<file path="config.mk">
export PLATFORM = sky130hd
export DESIGN_NAME = semaforo_monitor
export DESIGN_NICKNAME = d
export VERILOG_FILES = /design/src/rtl/semaforo_monitor_pkg.sv /design/src/rtl/semaforo_light_checker.sv /design/src/rtl/semaforo_monitor.sv
export SDC_FILE = /design/constraint.sdc
export NUM_CORES = 1
export LEC_CHECK = 0
export ABC_AREA = 1
export CORE_MARGIN = 2
export CORE_UTILIZATION = 48
export CTS_BUF_LIST = sky130_fd_sc_hd__clkbuf_8
export CTS_CLUSTER_DIAMETER = 30
export DETAILED_ROUTE_END_ITERATION = 8
export GPL_TIMING_DRIVEN = 0
export PLACE_DENSITY = 0.71
export SYNTH_ARGS = -nofsm -noshare
export SYNTH_HDL_FRONTEND = slang
export SYNTH_SLANG_ARGS = --single-unit
export TNS_END_PERCENT = 50
</file>
<file path="constraint.sdc">
create_clock -name clk -period 2.7 [get_ports clk]
set_clock_uncertainty 0.2 [all_clocks]
set_input_delay 0.405 -clock clk [delete_from_list [all_inputs] [get_ports clk]]
set_output_delay 0.405 -clock clk [all_outputs]
set_load 0.02 [all_outputs]
</file>
<file path="src/rtl/semaforo_monitor_pkg.sv">
// Shared constants for the semaforo light monitor: one-hot colours, checker states and
// error codes, plus small helpers for colour decoding and legal sequencing.
package semaforo_monitor_pkg;

  localparam logic [2:0] COR_VERDE    = 3'b001;
  localparam logic [2:0] COR_AMARELO  = 3'b010;
  localparam logic [2:0] COR_VERMELHO = 3'b100;

  localparam logic [1:0] ST_INIT      = 2'd0;
  localparam logic [1:0] ST_VERDE     = 2'd1;
  localparam logic [1:0] ST_AMARELO   = 2'd2;
  localparam logic [1:0] ST_VERMELHO  = 2'd3;

  localparam logic [2:0] ERR_NONE     = 3'd0;
  localparam logic [2:0] ERR_ILLEGAL  = 3'd1;
  localparam logic [2:0] ERR_CONFLICT = 3'd2;
  localparam logic [2:0] ERR_ORDER    = 3'd3;
  localparam logic [2:0] ERR_VERDE_T  = 3'd4;
  localparam logic [2:0] ERR_AMAR_T   = 3'd5;
  localparam logic [2:0] ERR_VERM_T   = 3'd6;

  function automatic logic is_onehot(input logic [2:0] cor);
    return (cor == COR_VERDE) || (cor == COR_AMARELO) || (cor == COR_VERMELHO);
  endfunction

  // Non one-hot values map to ST_INIT; callers screen them out first.
  function automatic logic [1:0] cor_to_st(input logic [2:0] cor);
    case (cor)
      COR_VERDE:    return ST_VERDE;
      COR_AMARELO:  return ST_AMARELO;
      COR_VERMELHO: return ST_VERMELHO;
      default:      return ST_INIT;
    endcase
  endfunction

  function automatic logic [1:0] next_st(input logic [1:0] st);
    case (st)
      ST_VERDE:    return ST_AMARELO;
      ST_AMARELO:  return ST_VERMELHO;
      ST_VERMELHO: return ST_VERDE;
      default:     return ST_INIT;
    endcase
  endfunction

endpackage

</file>
<file path="src/rtl/semaforo_light_checker.sv">
// Per-light phase tracker: follows the colour sequence and dwell time of one light and
// raises single-cycle flags for illegal encodings, bad order and bad durations.
module semaforo_light_checker
  import semaforo_monitor_pkg::*;
#(
  parameter logic [7:0] VERDE      = 8'd3,
  parameter logic [7:0] AMARELO    = 8'd1,
  parameter logic [7:0] VERMELHO   = 8'd2,
  parameter bit         CHECK_VERM = 1'b1
) (
  input  logic       clk,
  input  logic       rst,
  input  logic [2:0] luz,
  output logic       illegal,
  output logic       order,
  output logic       verde_t,
  output logic       amar_t,
  output logic       verm_t,
  output logic       round
);

  logic [1:0] st_q, st_d;
  logic [7:0] dwell_q, dwell_d;
  logic [7:0] dwell_inc;
  logic [1:0] cor_st;

  always_comb begin
    st_d      = st_q;
    dwell_d   = dwell_q;
    order     = 1'b0;
    verde_t   = 1'b0;
    amar_t    = 1'b0;
    verm_t    = 1'b0;
    round     = 1'b0;
    illegal   = !is_onehot(luz);
    cor_st    = cor_to_st(luz);
    dwell_inc = (dwell_q == 8'hFF) ? dwell_q : dwell_q + 8'd1;

    if (illegal) begin
      // Garbage sample: keep phase and dwell exactly as they were.
    end else if (st_q == ST_INIT) begin
      st_d    = cor_st;
      dwell_d = 8'd1;
    end else if (cor_st == st_q) begin
      dwell_d = dwell_inc;
      verde_t = (st_q == ST_VERDE)   && ({1'b0, dwell_inc} == {1'b0, VERDE} + 9'd1);
      amar_t  = (st_q == ST_AMARELO) && ({1'b0, dwell_inc} == {1'b0, AMARELO} + 9'd1);
    end else begin
      order   = (cor_st != next_st(st_q));
      amar_t  = (st_q == ST_AMARELO) && (dwell_q < AMARELO);
      verm_t  = CHECK_VERM && (st_q == ST_VERMELHO) && (dwell_q < VERMELHO);
      round   = (st_q == ST_VERMELHO) && (cor_st == ST_VERDE);
      st_d    = cor_st;
      dwell_d = 8'd1;
    end
  end

  always_ff @(posedge clk) begin
    if (rst) begin
      st_q    <= ST_INIT;
      dwell_q <= 8'd0;
    end else begin
      st_q    <= st_d;
      dwell_q <= dwell_d;
    end
  end

endmodule

</file>
<file path="src/rtl/semaforo_monitor.sv">
// Passive checker for the two semaforo lights: conflict detection, priority encoding of
// violations, first-error latch, cycle counter and completed A rounds.
module semaforo_monitor
  import semaforo_monitor_pkg::*;
#(
  parameter logic [7:0] VERDE    = 8'd3,
  parameter logic [7:0] AMARELO  = 8'd1,
  parameter logic [7:0] VERMELHO = 8'd2
) (
  input  logic        clk,
  input  logic        rst,
  input  logic [2:0]  A,
  input  logic [2:0]  B,
  output logic        err,
  output logic [2:0]  err_code,
  output logic        err_light,
  output logic [15:0] err_cycle,
  output logic [7:0]  ciclos_a
);

  logic ill_a, ord_a, vt_a, at_a, mt_a, round_a;
  logic ill_b, ord_b, vt_b, at_b, unused_verm_b, unused_round_b;
  logic conflict;
  logic [2:0] code_d;
  logic light_d;
  logic [15:0] cyc_q;

  semaforo_light_checker #(
    .VERDE(VERDE), .AMARELO(AMARELO), .VERMELHO(VERMELHO), .CHECK_VERM(1'b1)
  ) u_chk_a (
    .clk(clk), .rst(rst), .luz(A), .illegal(ill_a), .order(ord_a), .verde_t(vt_a),
    .amar_t(at_a), .verm_t(mt_a), .round(round_a)
  );

  semaforo_light_checker #(
    .VERDE(VERDE), .AMARELO(AMARELO), .VERMELHO(VERMELHO), .CHECK_VERM(1'b0)
  ) u_chk_b (
    .clk(clk), .rst(rst), .luz(B), .illegal(ill_b), .order(ord_b), .verde_t(vt_b),
    .amar_t(at_b), .verm_t(unused_verm_b), .round(unused_round_b)
  );

  assign conflict = (A != COR_VERMELHO) && (B != COR_VERMELHO);

  // Lowest code wins; within a code, light A beats light B.
  always_comb begin
    code_d  = ERR_NONE;
    light_d = 1'b0;
    if      (ill_a)    code_d = ERR_ILLEGAL;
    else if (ill_b)    begin code_d = ERR_ILLEGAL; light_d = 1'b1; end
    else if (conflict) code_d = ERR_CONFLICT;
    else if (ord_a)    code_d = ERR_ORDER;
    else if (ord_b)    begin code_d = ERR_ORDER;   light_d = 1'b1; end
    else if (vt_a)     code_d = ERR_VERDE_T;
    else if (vt_b)     begin code_d = ERR_VERDE_T; light_d = 1'b1; end
    else if (at_a)     code_d = ERR_AMAR_T;
    else if (at_b)     begin code_d = ERR_AMAR_T;  light_d = 1'b1; end
    else if (mt_a)     code_d = ERR_VERM_T;
  end

  always_ff @(posedge clk) begin
    if (rst) begin
      cyc_q     <= 16'd0;
      ciclos_a  <= 8'd0;
      err       <= 1'b0;
      err_code  <= ERR_NONE;
      err_light <= 1'b0;
      err_cycle <= 16'd0;
    end else begin
      if (cyc_q != 16'hFFFF) cyc_q <= cyc_q + 16'd1;
      if (round_a) ciclos_a <= ciclos_a + 8'd1;
      if (!err && (code_d != ERR_NONE)) begin
        err       <= 1'b1;
        err_code  <= code_d;
        err_light <= light_d;
        err_cycle <= cyc_q;
      end
    end
  end

endmodule

</file>
==> results.json, run 1 <==
{
  "syn_area_per_cell_sq_um": 6.47,
  "ys_seq_area_share_pct": 33.6,
  "dp_hpwl_mm": 6.58,
  "slowest_stage": "dfxtp_4",
  "final_util_pct": 67.4,
  "crit-reg2reg-launch": "u_chk_a.dwell_q[0]",
  "synth_edf_count": 0,
  "layout.nets": 702,
  "rsz0062_at_grt": "yes",
  "synth_seq_cells": 65,
  "tightest_slew_ns": 0.634,
  "clk_path_buf_depth": 2,
  "finalCritPeriodShare_pct": 100,
  "power.density_nw_per_um2": 440,
  "grt_pass1_wl_mm": 16.0,
  "max_clock_freq_ghz": 0.370,
  "yosysMostFrequentCell": "nand2_1",
  "yosysWarnings": 0,
  "hold_path_class": "flop to flop",
  "drv_slew": 0,
  "port_buffers": 36,
  "critPathLaunchType": "flop",
  "crit_chain": "ha_4 > nand2_4 > nor2_4 > nand2_4 > nand2_4 > nand2_4 > nor2_4 > nand3_1 > nor2_2 > nand3_4 > nand2_1 > inv_1 > nand2_1 > nand2_1 > nand2_1 > nand2_2 > nor2_4 > nor2_8 > buf_12 > buf_4 > nand2_2 > nand2_2 > nor2_1",
  "cts_tree": "done",
  "ir_drop_mv": 0.324,
  "start_util_pct": 49.8,
  "final_cell_area_sq_um": 5240,
  "die_h_microns": 93.8,
  "endpoint_kind": "flop",
  "crit_path_start": "u_chk_a.dwell_q[0]",
  "vias": 4023,
  "viasPerCell": 5.11,
  "grt_pass1_vias": 3651,
  "fillers": 676,
  "worstPathArrival_ns": 2.78,
  "synth-async-reset-ratio_pct": 0,
  "holdBufCountCts": 0,
  "post_drt_wl_per_cell_microns": 12.8,
  "clk_latency_ns": 0.35,
  "hold_violations": 0,
  "grt_antenna_before_repair": 0,
  "multi_input_area_sq_um": 2510,
  "drcViolationCount": 0,
  "seqCellArea_sq_um": 1320,
  "drv_cap": 0,
  "rows": 32,
  "htree_levels": 3,
  "crit_required_ns": 2.78,
  "place_area_sq_um": 4360,
  "critical_path_class": "flop to flop",
  "diodes": 0,
  "synth_top_area_share_pct": 33.6,
  "min_from": "err_cycle[4]",
  "drt-initial-drc-count": 191,
  "grt_usage_pct": 22.8,
  "drt_wl_total_mm": 10.0,
  "p_leak_uw": 0.00231,
  "numCtsBuffers": 9,
  "die-area_sq_um": 8790,
  "ys_top_cells_by_area": "dfxtp_1 34%, nand2_1 16%, inv_1 7.9%",
  "gr-total-overflow": 0,
  "drive_gt1_share_pct": 25.0,
  "cts.sinks": 65,
  "slew_headroom_pct": 57.8,
  "synth_commonest_cells": "167 x nand2_1, 81 x inv_1, 75 x nor2_1",
  "postRouteAntennaNets": 0,
  "critPathMaxStageDelay_ns": 0.39,
  "synth.distinct_cells": 40,
  "gp_congestion": 0.901,
  "core_sq_um": 7770,
  "clockRootBuffer": "clkbuf_8",
  "synthFlopType": "dfxtp_1",
  "setup_viol": 0,
  "firstDrtPassIters": 4,
  "die_w_microns": 93.8,
  "period_minus_slack_ns": 2.70,
  "io_pins": 37,
  "synthCells": 598,
  "grt_max_degree": 13,
  "areaGrowthSynthToFinish_pct": 35.4,
  "syn_area_sq_um": 3870,
  "status": "finished, final reports clean",
  "cp_max_fo": 7,
  "synth_top_cell_by_area": "dfxtp_1",
  "cts.clk_slew.worst_paths_ns": 0.08,
  "syn_nets": 620
}
==> report_power, final <==
group	switching (uW)	total, uW	leakage (uW)	internal [uW]
Combinational	245	428	0.00168	183
Sequential	28.6	1020	0.000534	989
Clock	405	858	0.0000985	453
Total	679	2300	0.00231	1630
==> worst max-delay path: cells and delay by family (launching register included) <==
kind	cells	cell delay (ns)
AND/OR/NAND/NOR	19	1.57
adder cells (fa/ha/maj)	1	0.15
flip-flops	1	0.39
buffers and inverters	3	0.31
==> kinds of logic after synthesis <==
logic type / count (synthesis) / share of synthesized area, %
AO/OA/AOI/OAI: 71 / 10.0
buffers and inverters: 96 / 10.1
adder cells (fa/ha/maj): 14 / 4.53
flip-flops: 65 / 33.6
XOR/XNOR: 13 / 2.94
AND/OR/NAND/NOR: 339 / 38.8
==> cell type report <==
| type | instances | share of cell area (%) |
|---|---|---|
| flip-flops and latches | 65 | 25.2 |
| well taps | 102 | 2.44 |
| inverters | 84 | 6.09 |
| clock buffers | 10 | 2.63 |
| multi-input cells | 437 | 47.8 |
| plain buffers | 12 | 1.67 |
| clock inverters | 6 | 1.29 |
| repair buffers | 71 | 12.9 |
==> timing repair <==
item | in CTS | in global routing
pin swaps | 33 | 34
cloned | 2 | 0
buffers inserted | 24 | 9
setup endpoints to repair | 21 | 27
resized for setup | 65 | 50
==> registers in the layout, summed over array words and instances (netlist names) <==
name	flops
err	1
u_chk_b.st_q	2
cyc_q	16
u_chk_a.dwell_q	8
u_chk_b.dwell_q	8
u_chk_a.st_q	2
err_light	1
err_cycle	16
ciclos_a	8
err_code	3
==> final timing paths <==
check	to	slack (ns)	cells after the start
min reg2reg	err_cycle[4]	0.27	2
max reg2reg	err_cycle[4]	0.0006	23
min	err_cycle[4]	0.27	2
max	err_cycle[4]	0.0006	23
==> cells in the final DEF (no fill, tap or decap), types with 2 or more instances in the layout <==
| cell | instances |
|---|---|
| dfxtp_2 | 5 |
| dlygate4sd2_1 | 4 |
| o21ai_1 | 3 |
| ha_1 | 10 |
| nor3_2 | 2 |
| xnor2_1 | 3 |
| buf_8 | 2 |
| clkinvlp_4 | 3 |
| nor2_2 | 17 |
| o21ai_0 | 20 |
| nor2_1 | 56 |
| inv_1 | 73 |
| clkbuf_1 | 5 |
| nor3_1 | 11 |
| nand3_2 | 8 |
| inv_2 | 9 |
| clkinv_4 | 2 |
| o21ai_2 | 2 |
| clkdlybuf4s50_1 | 31 |
| nor4_1 | 3 |
| o21a_1 | 2 |
| clkbuf_8 | 10 |
| nand2_1 | 144 |
| buf_6 | 5 |
| nand2_2 | 33 |
| nand2_4 | 10 |
| buf_4 | 31 |
| dfxtp_4 | 3 |
| nor2_4 | 10 |
| nand4_1 | 12 |
| a21oi_1 | 35 |
| nand3_1 | 26 |
| xor2_1 | 9 |
| dfxtp_1 | 57 |
| ha_4 | 4 |
==> metal layers <==
metal  part of all wire, %  wire (microns)  GRT usage [%]  vias to the layer above
met2                    49            4970           39.1                       88
li1                      -               -              -                     2062
met4                   2.3             235           7.49                        0
met1                    44            4390           28.1                     1849
met5                     0               0              0                        -
met3                   4.5             455           5.54                       24
==> through the flow <==
step / hold slack, ns / setup WS, ns / TNS [ns] / instances / total power [uW]
5_1_grt: 0.294 / -0.195 / -3.36 / 787 / 2420
4_1_cts: 0.278 / -0.0135 / -0.0206 / 778 / 2280
3_5_place_dp: 0.268 / -0.527 / -13.07 / 736 / 1360
3_3_place_gp: 0.261 / -0.471 / -11.05 / 736 / 1360
6_report: 0.267 / 0.000621 / 0 / 787 / 2300
2_1_floorplan: 0.256 / 0.183 / 0 / 598 / 1260
No activity file was read; power rests on OpenSTA's default activity.
==> inputs of run 2 (changes only) <==
--- a/config.mk
+++ b/config.mk
@@ -6,7 +6,7 @@
 export NUM_CORES = 1
 export LEC_CHECK = 0
 export ABC_AREA = 1
-export CORE_MARGIN = 2
+export CAP_MARGIN = 30
 export CORE_UTILIZATION = 48
 export CTS_BUF_LIST = sky130_fd_sc_hd__clkbuf_8
 export CTS_CLUSTER_DIAMETER = 30
==> run 2 against run 1 <==
Compared with the run above: the flow now finishes with violations (setup timing); critical path type unchanged; combinational power decreased by 2%; largest cell class unchanged; critical endpoint is now err_cycle[15]; die area down 4.2%; maximum frequency down 1.8%.
==> results.json, run 2 (same netlist as run 1, synthesis figures left out) <==
{
  "htree_levels": 3,
  "crit_required_ns": 2.80,
  "drv_slew": 0,
  "post_drt_wl_per_cell_microns": 12.6,
  "ir_drop_mv": 0.304,
  "power.density_nw_per_um2": 440,
  "start_util_pct": 49.8,
  "hold_violations": 0,
  "comb_power_share_pct": 18.2,
  "cp_max_fo": 7,
  "cts.clk_slew.worst_paths_ns": 0.09,
  "gp_congestion": 0.896,
  "gr-total-overflow": 0,
  "firstDrtPassIters": 5,
  "drv_cap": 0,
  "port_buffers": 36,
  "clockRootBuffer": "clkbuf_8",
  "setup_viol": 5,
  "critical_path_class": "flop to flop",
  "fin_ws_ns": -0.0500,
  "clk_path_buf_depth": 2,
  "layout.nets": 697,
  "fillers": 674,
  "switchingPower_uw": 702,
  "layout_common_cells": "139 x nand2_1, 72 x inv_1, 59 x nor2_1, 57 x dfxtp_1, 34 x nand2_2",
  "final_util_pct": 67.3,
  "p_seq_share_pct": 44.2,
  "die_w_microns": 91.8,
  "violations": "setup timing",
  "numCtsBuffers": 9,
  "cts.sinks": 65,
  "grt_max_degree": 14,
  "clkPwrFrac_pct": 37.5,
  "reg_top3": "cyc_q x16, err_cycle x16",
  "drive_gt1_share_pct": 24.7,
  "drt_wl_total_mm": 9.83,
  "drt-initial-drc-count": 176,
  "areaGrowthSynthToFinish_pct": 35.1,
  "finalCritPeriodShare_pct": 102,
  "max_clock_freq_ghz": 0.364,
  "tightest_slew_ns": 0.715,
  "seqCellArea_sq_um": 1320,
  "diodes": 0,
  "rows": 32,
  "grt_antenna_before_repair": 0,
  "postRouteAntennaNets": 0,
  "endpoint_kind": "flop",
  "critPathLaunchType": "flop",
  "grt_pass1_wl_mm": 15.9,
  "hold_path_class": "flop to flop",
  "core_sq_um": 7770,
  "vias": 3964,
  "p_leak_uw": 0.00231,
  "rsz0062_at_grt": "yes",
  "cts_tree": "done",
  "status": "finished with violations",
  "final_common_cell": "nand2_1",
  "die_h_microns": 91.8,
  "multi_input_area_sq_um": 2530,
  "dp_hpwl_mm": 6.51,
  "timing.hold.ws_ns": 0.283,
  "viasPerCell": 5.07,
  "slew_headroom_pct": 52.3,
  "period_minus_slack_ns": 2.75,
  "worstPathArrival_ns": 2.85,
  "p_int_uw": 1600,
  "die-area_sq_um": 8420,
  "grt_usage_pct": 23.4,
  "swShare_pct": 30.6,
  "io_pins": 37,
  "dp_slack_ns": -0.526,
  "clk_latency_ns": 0.36,
  "drcViolationCount": 0,
  "grt_pass1_vias": 3654
}
==> run 2: cell count changes in the layout (fill, tap and decap cells not counted), moves of 3 or more <==
cell / before / now
buf_4: 31 / 26
nand2_1: 144 / 139
nor2_2: 17 / 12
nand2_4: 10 / 14
nand3_2: 8 / 5
nor2_1: 56 / 59
==> run 2: worst paths after layout <==
path | startpoint | end | slack (ns) | depth (start not counted)
setup / recovery | u_chk_a.dwell_q[0] | err_cycle[15] | -0.05 | 22
setup reg to reg | u_chk_a.dwell_q[0] | err_cycle[15] | -0.05 | 22
hold reg to reg | err_cycle[15] | err_cycle[15] | 0.28 | 2
hold / removal | err_cycle[15] | err_cycle[15] | 0.28 | 2
==> run 2: layer usage <==
layer  wire length (microns)  part of all wire, %  GRT usage, %
met5                       0                    0             0
met4                     261                  2.7          9.51
met3                     367                  3.7          3.90
met2                    4750                   48          40.7
met1                    4450                   45          28.8
==> run 2: final cells by class <==
type / instances / area share [%]
Multi-Input combinational cell: 437 / 48.5
Sequential cell: 65 / 25.2
Timing Repair Buffer: 67 / 12.6
Inverter: 84 / 6.08
Tap cell: 102 / 2.44
Clock buffer: 9 / 2.37
Clock inverter: 7 / 1.48
Buffer: 11 / 1.32
==> run 2: power groups by stage <==
stage	Clock, uW	Sequential (uW)	Combinational, uW
after global routing	910	1020	463
after global placement	0	1040	319
after CTS	873	1020	380
after floorplan	0	1060	204
after detailed placement	0	1040	325
final	863	1020	419
==> run 2: through the flow <==
stage / setup TNS, ns / instance area [sq um] / power [uW] / instances
after detailed placement: -13.19 / 4360 / 1360 / 736
after global routing: -3.58 / 5230 / 2390 / 782
final: -0.217 / 5230 / 2300 / 782
after CTS: 0 / 4930 / 2270 / 775
after floorplan: 0 / 3870 / 1260 / 598
after global placement: -11.05 / 4360 / 1360 / 736
==> run 2: critical path, cell delays in order (launching register included) <==
cell	delay, ns
dfxtp_4	0.37
ha_4	0.18
nand2_4	0.08
nor2_4	0.04
nand2_4	0.12
nand2_4	0.07
nor2_4	0.11
nand2_2	0.06
nor2_2	0.16
nand3_1	0.09
nand2_1	0.09
nand2_2	0.08
nand2_4	0.10
nor2_4	0.04
nor2_2	0.11
nand2_2	0.09
nor2_4	0.19
nor2_8	0.07
buf_12	0.14
buf_16	0.13
nand2_4	0.05
nand2_2	0.03
nor2_1	0.09
==> run 2: what timing repair did <==
item / CTS / global route
hold buffers: 0 / 0
setup endpoints to repair: 23 / 24
pin swaps: 20 / 30
buffers inserted: 22 / 8
cloned: 1 / 0
gates resized for setup: 50 / 76
